<file path="config.mk">
export PLATFORM = sky130hd
export DESIGN_NAME = icache_axi_master
export DESIGN_NICKNAME = d
export VERILOG_FILES = /design/src/rtl/icache_axi_master.sv
export SDC_FILE = /design/constraint.sdc
export NUM_CORES = 1
export LEC_CHECK = 0
export CAP_MARGIN = 25
export CELL_PAD_IN_SITES_DETAIL_PLACEMENT = 2
export CELL_PAD_IN_SITES_GLOBAL_PLACEMENT = 2
export CORE_ASPECT_RATIO = 1.5
export CORE_UTILIZATION = 15
export DETAILED_ROUTE_END_ITERATION = 10
export PLACE_DENSITY_LB_ADDON = 0.1
export SETUP_SLACK_MARGIN = 0.05
export SYNTH_ARGS = -nofsm -noshare
export SYNTH_HDL_FRONTEND = slang
export SYNTH_SLANG_ARGS = --single-unit
</file>
<file path="constraint.sdc">
create_clock -name clk -period 1.4 [get_ports clk]
set_input_delay 0.21 -clock clk [delete_from_list [all_inputs] [get_ports clk]]
set_output_delay 0.21 -clock clk [all_outputs]
set_load 0.005 [all_outputs]
</file>
<file path="src/rtl/icache_axi_master.sv">
// AXI4 master bridge for the instruction cache: 4-beat INCR line refills and
// single-beat strobed write-throughs, one transaction in flight at a time.

`ifndef CACHE_TYPE_BITS
`define CACHE_TYPE_BITS 3
`define CACHE_BYTE      3'b000
`define CACHE_HWORD     3'b001
`define CACHE_WORD      3'b010
`define CACHE_BYTE_U    3'b100
`define CACHE_HWORD_U   3'b101
`endif

module icache_axi_master #(
    parameter int              ID_W      = 4,
    parameter logic [ID_W-1:0] MASTER_ID = '0
) (
    input  logic                        clk,
    input  logic                        rst,

    input  logic                        I_req,
    input  logic                        I_write,
    input  logic [31:0]                 I_addr,
    input  logic [31:0]                 I_in,
    input  logic [`CACHE_TYPE_BITS-1:0] I_type,
    output logic [31:0]                 I_out,
    output logic                        I_wait,
    output logic                        bus_err,

    output logic [ID_W-1:0]             ARID,
    output logic [31:0]                 ARADDR,
    output logic [3:0]                  ARLEN,
    output logic [2:0]                  ARSIZE,
    output logic [1:0]                  ARBURST,
    output logic                        ARVALID,
    input  logic                        ARREADY,

    input  logic [ID_W-1:0]             RID,
    input  logic [31:0]                 RDATA,
    input  logic [1:0]                  RRESP,
    input  logic                        RLAST,
    input  logic                        RVALID,
    output logic                        RREADY,

    output logic [ID_W-1:0]             AWID,
    output logic [31:0]                 AWADDR,
    output logic [3:0]                  AWLEN,
    output logic [2:0]                  AWSIZE,
    output logic [1:0]                  AWBURST,
    output logic                        AWVALID,
    input  logic                        AWREADY,

    output logic [31:0]                 WDATA,
    output logic [3:0]                  WSTRB,
    output logic                        WLAST,
    output logic                        WVALID,
    input  logic                        WREADY,

    input  logic [ID_W-1:0]             BID,
    input  logic [1:0]                  BRESP,
    input  logic                        BVALID,
    output logic                        BREADY
);

    typedef enum logic [2:0] {
        IDLE,
        RD_ADDR,
        RD_DATA,
        WR_REQ,
        WR_RESP
    } state_t;

    state_t                        state;
    logic [31:0]                   addr_q;
    logic [31:0]                   data_q;
    logic [`CACHE_TYPE_BITS-1:0]   type_q;
    logic [1:0]                    beat_cnt;
    logic                          arvalid_q;
    logic                          rready_q;
    logic                          awvalid_q;
    logic                          wvalid_q;
    logic                          bready_q;
    logic                          bus_err_q;
    logic                          aw_fin;
    logic                          w_fin;
    logic [3:0]                    wstrb_dec;

    assign ARID    = MASTER_ID;
    assign ARADDR  = addr_q;
    assign ARLEN   = 4'd3;
    assign ARSIZE  = 3'b010;
    assign ARBURST = 2'b01;
    assign ARVALID = arvalid_q;
    assign RREADY  = rready_q;

    assign AWID    = MASTER_ID;
    assign AWADDR  = addr_q;
    assign AWLEN   = 4'd0;
    assign AWSIZE  = 3'b010;
    assign AWBURST = 2'b01;
    assign AWVALID = awvalid_q;

    assign WDATA   = data_q;
    assign WSTRB   = wstrb_dec;
    assign WLAST   = 1'b1;
    assign WVALID  = wvalid_q;
    assign BREADY  = bready_q;

    assign bus_err = bus_err_q;
    assign I_out   = RDATA;

    // A channel counts as finished once its valid has dropped or is accepted now.
    assign aw_fin = !awvalid_q || AWREADY;
    assign w_fin  = !wvalid_q  || WREADY;

    always_comb begin
        wstrb_dec = 4'b1111;
        case (type_q)
            `CACHE_BYTE, `CACHE_BYTE_U:   wstrb_dec = 4'b0001 << addr_q[1:0];
            `CACHE_HWORD, `CACHE_HWORD_U: wstrb_dec = 4'b0011 << {addr_q[1], 1'b0};
            default:                      wstrb_dec = 4'b1111;
        endcase
    end

    always_comb begin
        I_wait = 1'b1;
        case (state)
            IDLE:    I_wait = I_req;
            RD_DATA: I_wait = !RVALID;
            WR_RESP: I_wait = !BVALID;
            default: I_wait = 1'b1;
        endcase
    end

    always_ff @(posedge clk) begin
        if (rst) begin
            state     <= IDLE;
            addr_q    <= '0;
            data_q    <= '0;
            type_q    <= '0;
            beat_cnt  <= '0;
            arvalid_q <= 1'b0;
            rready_q  <= 1'b0;
            awvalid_q <= 1'b0;
            wvalid_q  <= 1'b0;
            bready_q  <= 1'b0;
            bus_err_q <= 1'b0;
        end else begin
            case (state)
                IDLE: begin
                    if (I_req) begin
                        addr_q <= I_addr;
                        data_q <= I_in;
                        type_q <= I_type;
                        if (I_write) begin
                            awvalid_q <= 1'b1;
                            wvalid_q  <= 1'b1;
                            state     <= WR_REQ;
                        end else begin
                            arvalid_q <= 1'b1;
                            state     <= RD_ADDR;
                        end
                    end
                end

                RD_ADDR: begin
                    if (ARREADY) begin
                        arvalid_q <= 1'b0;
                        rready_q  <= 1'b1;
                        beat_cnt  <= '0;
                        state     <= RD_DATA;
                    end
                end

                RD_DATA: begin
                    if (RVALID) begin
                        beat_cnt <= beat_cnt + 2'd1;
                        if (RRESP != 2'b00 || RID != MASTER_ID ||
                            RLAST != (beat_cnt == 2'd3))
                            bus_err_q <= 1'b1;
                        // The local beat count, not RLAST, ends the burst.
                        if (beat_cnt == 2'd3) begin
                            rready_q <= 1'b0;
                            state    <= IDLE;
                        end
                    end
                end

                WR_REQ: begin
                    if (aw_fin && w_fin) begin
                        awvalid_q <= 1'b0;
                        wvalid_q  <= 1'b0;
                        bready_q  <= 1'b1;
                        state     <= WR_RESP;
                    end else begin
                        if (AWREADY)
                            awvalid_q <= 1'b0;
                        if (WREADY)
                            wvalid_q <= 1'b0;
                    end
                end

                WR_RESP: begin
                    if (BVALID) begin
                        if (BRESP != 2'b00 || BID != MASTER_ID)
                            bus_err_q <= 1'b1;
                        bready_q <= 1'b0;
                        state    <= IDLE;
                    end
                end

                default: state <= IDLE;
            endcase
        end
    end

endmodule

</file>
# Word-level counts from Yosys, hierarchy flattened

Cells that the tools add are included.

$add $sub $neg: 1
Multipliers: 0
Div/mod/pow operators: 0
Magnitude comparators: 0
Eq/ne operators: 21
Shifts and indexed selects: 2
Multiplexer cells: 37
Bitwise gates (word level): 0
Reduce and logical (&&, ||, !) cells: 32

Operator list:

| cell                                                                   | number |
|---|---|
| 2-bit inequality test (second input constant)                          | 10 |
| 1-bit 2-to-1 mux                                                       | 18 |
| 3-bit 2-to-1 mux                                                       | 6 |
| 4-bit AND reduction                                                    | 4 |
| 3-bit one-hot mux with 5 select lines                                  | 1 |
| 2-bit nonzero test                                                     | 7 |
| 1-bit one-hot mux with 2 select lines                                  | 6 |
| 3-bit equality test (second input constant)                            | 3 |
| 4-bit one-hot mux with 2 select lines                                  | 1 |
| 4-bit nonzero test                                                     | 2 |
| 3-bit by 1-bit equality test with 1-bit output (second input constant) | 2 |
| 3-bit by 2-bit equality test with 1-bit output (second input constant) | 2 |
| 3-bit logical NOT                                                      | 2 |
| 2-bit 2-to-1 mux                                                       | 3 |
| 3-bit inequality test (second input constant)                          | 2 |
| 3-bit AND reduction                                                    | 2 |
| 6-bit AND reduction                                                    | 1 |
| 1-bit logical OR                                                       | 5 |
| 5-bit AND reduction                                                    | 1 |
| 1-bit logical NOT                                                      | 4 |
| 2-bit one-hot mux with 2 select lines                                  | 1 |
| 2-bit OR reduction                                                     | 2 |
| 1-bit by 2-bit left shift with 4-bit output (first input constant)     | 1 |
| 2-bit by 2-bit left shift with 4-bit output (first input constant)     | 1 |
| 6 further kinds                                                        | 6 |

Register bits after elaboration: 78
Bits in latches: 0
Memory bits (writable): 0
Memory bits (read-only): 0
Word-level logic and storage cells: 104
Memories: 0

# Logic depth before layout (Yosys ltp)

Gate-level depths: netlist of run 1.

Depth after elaboration: 6
Gate-level depth with buffers: 6
Depth with buffers taken out: 4

# Worst setup path after synthesis of run 1

Ideal clock, no wire load.

Path kind: register to register
Start: reg state[2]
End: reg addr_q[18], in the netlist ARADDR[18]
Library setup time: 132 ps
Data arrival time: 1,342 ps
Path slack: -75 ps
Cell stages (with the launch flop): 7
Clock period less this slack: 1,475 ps
Cell sequence: dfxtp_1 > or4b_1 > clkbuf_1 > buf_4 > buf_6 > nand2_1 > a21oi_1

Cells in the longest elaborated chain, start to end: 2

RTL lines:

| element                       | line | source |
|---|---|---|
| start: declaration            | 72   | `state_t state;` |
| start signal: assignment      | 136  | `state <= IDLE;` |
| start signal: assignment      | 157  | `state <= WR_REQ;` |
| start signal: assignment      | 160  | `state <= RD_ADDR;` |
| 3-bit logical NOT             | 148  | `case (state)` |
| 2-bit AND reduction (no line) | --   |  |
| end signal: assignment        | 151  | `addr_q <= I_addr;` |
| end: declaration              | 73   | `logic [31:0] addr_q;` |

No other way between the ends.
A chain may end at the register's enable or synchronous reset.

# Worst setup path after layout of run 1

Start: reg state[0]
End: reg addr_q[1], in the netlist ARADDR[1]

Same word-level chain as after synthesis.

==> impl_metrics.toml, run 1 <==
[cells_and_area]
nets = 744
final_cell_count_no_fill = 946
nFillCells = 2707
drive_gt1_share_pct = 23.9
regArea_um2 = 1590
diodes = 0
area_delta_synth_final_pct = 70.3
multi_input_area_um2 = 1540

[detailed_routing]
drtIter0Drc = 39
wl_um = 14400
via_per_inst = 3.79
vias = 3583
drc = 0
drt_first_pass_iters = 4
wire_per_inst_um = 15.3
ant_nets = 0

[timing]
max_freq_mhz = 676
fin_crit_sh_pct = 106
setup_viol_count_final = 69
worst_pin_slew_ps = 484
layout_setup_ws_ps = -78.4
grt_setup_unrepaired = "true"
maxSlewViolCount = 0
fin_skew_ps = 6.57
slew_headroom_pct = 67.4
hold_slack_ps = 266
period_minus_slack_ps = 1480
hold_viol = 0

[floorplanning]
die_y_um = 193
start_util_pct = 15.3
ios = 287
die_x_um = 129
coreArea_um2 = 23700
rows = 69
die_area_um2 = 24900

[setup_path]
r2r-start = "state[0]"
r2r_slack_ps = -80
criticalPathCategory = "reg2reg"
crit_arrival_ps = 1700
rr_worst_depth = 5
slowest_stage = "or4b_4"
worstPathCellList = "buf_6 -> or4b_4 -> buf_12 -> nand2_1 -> a21oi_1"
cp-end-kind = "flip-flop"
crit_fanout = 25
max_stage_delay_ps = 550
crit_required_ps = 1620
r2r_end = "ARADDR[1]"
critPathLaunchType = "flip-flop"

[place]
dpl.hpwl_um = 10500
portBuffers = 194
gp_congestion = 0.669
dp_cells = 910

[pwr]
p_per_area_nw_per_um2 = 1090
p_leak_uw = 0.00278
ir_worst_vdd_v = 0.000513

[cts]
clock-sinks = 77
clk_pin_slew_ps = 60
h-tree-depth = 3
clock_latency_ps = 350
cts_buffer_depth = 2
cts_buffers = 9
root_buffer = "clkbuf_16"
cts_tree = "done"

[worst_hold_path]
min_path_cells = 3
hold_class = "in2reg"
min_from = "rst"
min_to = "WVALID"

[logic_synthesis]
synth.area.top_cells = "dfxtp_1, buf_4, nand2_1"
ys_types = 34
yosysTopAreaCell = "dfxtp_1"
ys_seq_elements = 77
yosysMostFrequentCell = "nand2_1"
synthCells = 462
yosys_warnings = 0
seq_area_frac_synth_pct = 42.3
synthTopCellsByCount = "nand2_1, buf_4, dfxtp_1"
syn-cell-area_um2 = 3640
async_reset_ff_share_pct = 0
syn_avg_cell_area_um2 = 7.89
synth_top_cell_area_share_pct = 42.3
yosys_most_used_dff = "dfxtp_1"
synth_edf_count = 0

[flow_run]
max_cap_viol_count = 0

[global_route]
grt_pass1_wl_um = 21600
grt_use_total_pct = 11.8
antenna_found_initial = 0
grt_remaining_overflow = 0
grt_pass1_vias = 3896
grt_start_max_net_pins = 55

[run_status]
failed_checks = "negative setup slack"
outcome = "finished, violations left"
==> where the power goes <==
group | switching (µW) | internal, µW | leakage, µW | total, µW
logic | 803 | 1020 | 0.00199 | 1820
registers | 133 | 2410 | 0.000646 | 2540
clock network | 973 | 1420 | 0.000149 | 2390
==> cell usage in the layout, fill, tap and decap left out, drive strengths merged, types with 2 or more instances in the layout <==
cell type      netlist  routed
or3b                 2       2
clkbuf              19      11
inv                  5       5
dfxtp               77      77
o21bai               4       4
dlygate4sd2          0     103
clkinv               0       4
nor3b                4       4
a211oi               2       2
nand2              137     137
or4b                 2       2
a21oi               73      73
and4bb               2       2
conb                 2      27
nand3b               3       3
clkdlybuf4s50        0      85
nor2                 4       4
buf                 99      54
o21ai                4       4
o311ai               2       2
nor2b                6       6
nor4                 2       2
==> routing by layer <==
metal	vias to the layer above	part of all wire, %	GRT usage (%)
li1	1703	-	-
met1	1720	37	11.8
met5	-	0	0
met3	25	6.1	3.27
met2	135	54	22.2
met4	0	2.0	5.38
==> worst max-delay path by stage <==
stage	start	to	slack, ps	depth (start not counted)
2_1_floorplan	state[1]	ARADDR[28]	-40	6
4_1_cts	state[1]	ARADDR[28]	-120	7
6_report	state[0]	ARADDR[1]	-80	5
3_3_place_gp	I_req	WDATA[29]	-580	5
3_5_place_dp	I_req	ARADDR[20]	-600	5
5_1_grt	state[1]	I_wait	-150	4
==> critical path, delay by kind of cell (launching register included) <==
kind	cells	cell delay, ps
compound gates	1	60
simple gates	2	630
buf+inv	2	310
flops	1	340
==> state kept, by name, summed over array words and instances, names as in the netlist <==
signal / cells
WDATA: 32
RREADY: 1
type_q: 2
beat_cnt: 2
WVALID: 1
BREADY: 1
ARADDR: 32
AWVALID: 1
ARVALID: 1
state: 3
bus_err: 1
==> what timing repair did <==
action | CTS | global route
buffers inserted | 15 | 6
endpoints found under the setup margin | 177 | 80
pin swaps | 17 | 17
hold buffers | 0 | 0
gates resized for setup | 205 | 44
cloned | 4 | 0
==> final cells by class <==
class                   instances  area share [%]
repair buffers                242            38.0
flip-flops and latches         77            25.7
multi-input cells             287            24.9
well taps                     319            6.43
clock buffers                  11            3.91
clock inverters                 5           0.807
inverters                       5           0.343
==> stage by stage <==
step / total power [µW] / worst slack, ps / cell area (µm²) / utilization, % / setup TNS (ps)
2_1_floorplan: 3380 / -37.2 / 3760 / - / -998
3_3_place_gp: 4270 / -577 / 5540 / 23.3 / -38960
3_5_place_dp: 4320 / -603 / 5540 / 23.3 / -41130
4_1_cts: 6960 / -125 / 6110 / 25.7 / -4060
5_1_grt: 7230 / -150 / 6200 / 26.1 / -6820
6_report: 6750 / -78.4 / 6200 / 26.1 / -3720
==> cells by family after synthesis <==
| logic type | count (synthesis) | synth area share (%) |
|---|---|---|
| and+or+nand+nor | 168 | 20.4 |
| buffers and inverters | 123 | 22.9 |
| AOI/OAI and AO/OA | 90 | 13.6 |
| DFF | 77 | 42.3 |
| other | 2 | 0.206 |
| xor gates and xnor gates | 1 | 0.240 |
| adders and majority gates | 1 | 0.343 |
Power figures use the tool's default switching activity.
==> run 2, diff against run 1 <==
--- a/config.mk
+++ b/config.mk
@@ -11,6 +11,7 @@
 export CORE_ASPECT_RATIO = 1.5
 export CORE_UTILIZATION = 15
 export DETAILED_ROUTE_END_ITERATION = 10
+export GPL_TIMING_DRIVEN = 1
 export PLACE_DENSITY_LB_ADDON = 0.1
 export SETUP_SLACK_MARGIN = 0.05
 export SYNTH_ARGS = -nofsm -noshare
==> constraint.sdc (replaced) <==
create_clock -name clk -period 1.4 [get_ports clk]
set_input_delay 0.21 -clock clk [delete_from_list [all_inputs] [get_ports clk]]
set_output_delay 0.21 -clock clk [all_outputs]
set_load 0.01 [all_outputs]
==> run 2 against run 1 <==
  * The flow still finishes with violations (negative setup slack)
  * Design area increased by 6.6%
  * Cell count increased by 0.53%
  * Global-route usage increased by 0.98 points
  * Non-clock buffer count increased by 5
  * Worst setup slack got worse by 71 ps
  * Clock power decreased by 3%
  * Critical path depth unchanged
  * Count of clock-buffer cells in the layout increased by 1
  * Sequential share of layout area decreased by 2.1 points
  * Fmax decreased by 4.6%
  * Sequential power about the same
  * Combinational power increased by 31%
  * Largest cell class unchanged
  * Highest routed layer unchanged
==> impl_metrics.toml, run 2 (synthesized netlist as in run 1, its figures left out) <==
[run_status]
outcome = "finished, violations left"
failed_checks = "negative setup slack"

[cts]
cts_tree = "done"
cts_buffers = 9
cts_buffer_depth = 2
clock-sinks = 77
root_buffer = "clkbuf_16"
clock_latency_ps = 340
clk_pin_slew_ps = 60
h-tree-depth = 3
hold_buffers = 0

[pwr]
total_power_uw = 7230
p_clk_share_pct = 31.9
p_per_area_nw_per_um2 = 1090
pwr-share-comb_pct = 32.9
power.switching_uw = 2280
p_leak_uw = 0.00295
switching_share_pct = 31.5
intPower_uw = 4960
ir_worst_vdd_v = 0.000560
seq_power_share_pct = 35.2

[floorplanning]
start_util_pct = 15.3
die_x_um = 129
die_y_um = 193
rows = 69
die_area_um2 = 24900
coreArea_um2 = 23700
ios = 287

[timing]
period_minus_slack_ps = 1550
grt_setup_unrepaired = "true"
layout_setup_ws_ps = -150
fin_skew_ps = 11.5
maxSlewViolCount = 0
hold_viol = 0
max_freq_mhz = 645
fin_crit_sh_pct = 111
hold_slack_ps = 294
tns_ps = -4990
setup_viol_count_final = 72

[place]
gp_congestion = 0.677
dpl.hpwl_um = 10000
place_area_um2 = 5510
portBuffers = 194

[cells_and_area]
fin_area_um2 = 6610
diodes = 0
drive_gt1_share_pct = 27.2
area_delta_synth_final_pct = 81.5
final_cell_mix = "dlygate4sd2_1, nand2_1, clkdlybuf4s50_1, dfxtp_1, a21oi_1"
postLayoutCoreUtil_pct = 27.8
final_common_cell = "dlygate4sd2_1"
nets = 749

[global_route]
antenna_found_initial = 0
grt_pass1_wl_um = 23000
grt_pass1_vias = 3972
grt_remaining_overflow = 0
grt_use_total_pct = 12.7
grt_start_max_net_pins = 38

[detailed_routing]
drc = 0
drt_first_pass_iters = 3
ant_nets = 0
wire_per_inst_um = 17.0
drtIter0Drc = 51
vias = 3646
wl_um = 16200
via_per_inst = 3.83

[setup_path]
crit_fanout = 5
slowest_stage = "or4b_4"
critPathLaunchType = "flip-flop"
crit_arrival_ps = 1780
rr_worst_depth = 5
criticalPathCategory = "reg2reg"
cp-end-kind = "flip-flop"
max_stage_delay_ps = 630
crit_required_ps = 1630
worstPathCellList = "or4b_4 -> buf_12 -> clkbuf_16 -> nand2_2 -> a21oi_2"

[flow_run]
max_cap_viol_count = 0

[worst_hold_path]
hold_class = "in2reg"
min_path_cells = 2
[run 2: power groups by stage]
stage	registers [µW]	clock network (µW)	logic [µW]
3_5_place_dp	2580	0	1810
3_3_place_gp	2570	0	1780
6_report	2550	2310	2380
5_1_grt	2580	2500	2580
4_1_cts	2540	2440	2360
2_1_floorplan	2640	0	885
[run 2: final cells by class]
type / count / area [µm²]
Fill cell: 2661 / 17100
Timing Repair Buffer: 247 / 2570
Multi-Input combinational cell: 287 / 1780
Sequential cell: 77 / 1560
Tap cell: 319 / 399
Clock buffer: 12 / 256
Clock inverter: 4 / 31.3
Inverter: 5 / 18.8
[run 2: what timing repair did]
action	CTS	global route
setup endpoints to repair	181	81
cloned	11	2
pin swaps	28	40
buffers inserted	16	6
gates resized for setup	209	78
[run 2: worst paths after layout]
| check | end | slack, ps | startpoint |
|---|---|---|---|
| hold / removal | state[0] | 290 | rst |
| setup / recovery | ARADDR[27] | -150 | state[0] |
| hold reg to reg | WDATA[19] | 450 | WDATA[19] |
| setup reg to reg | ARADDR[27] | -150 | state[0] |
[run 2: per-stage QoR]
stage	setup WS, ps	instances
2_1_floorplan	-37.0	487
3_3_place_gp	-599	907
3_5_place_dp	-614	907
4_1_cts	-165	949
5_1_grt	-191	951
6_report	-150	951
[run 2: critical path: cells and delay by family (launching register included)]
kind,cells,cell delay (ps)
AND/OR/NAND/NOR,2,700
AO/OA/AOI/OAI,1,40
buffers and inverters,2,350
flip-flops,1,350
[run 2: layer usage]
metal,track usage (%),part of all wire [%],routed length [µm],vias up
li1,-,-,-,1712
met1,12.6,35,5730,1775
met2,25.0,57,9250,137
met3,2.36,5.4,880,22
met4,6.02,2.0,316,0
met5,0,0,0,-
==> run 3, diff against run 2 <==
--- a/config.mk
+++ b/config.mk
@@ -14,6 +14,7 @@
 export GPL_TIMING_DRIVEN = 1
 export PLACE_DENSITY_LB_ADDON = 0.1
 export SETUP_SLACK_MARGIN = 0.05
+export SLEW_MARGIN = 10
 export SYNTH_ARGS = -nofsm -noshare
 export SYNTH_HDL_FRONTEND = slang
 export SYNTH_SLANG_ARGS = --single-unit
==> results of run 3 <==
The final DEF is identical to that of run 2; final timing and power are the same.
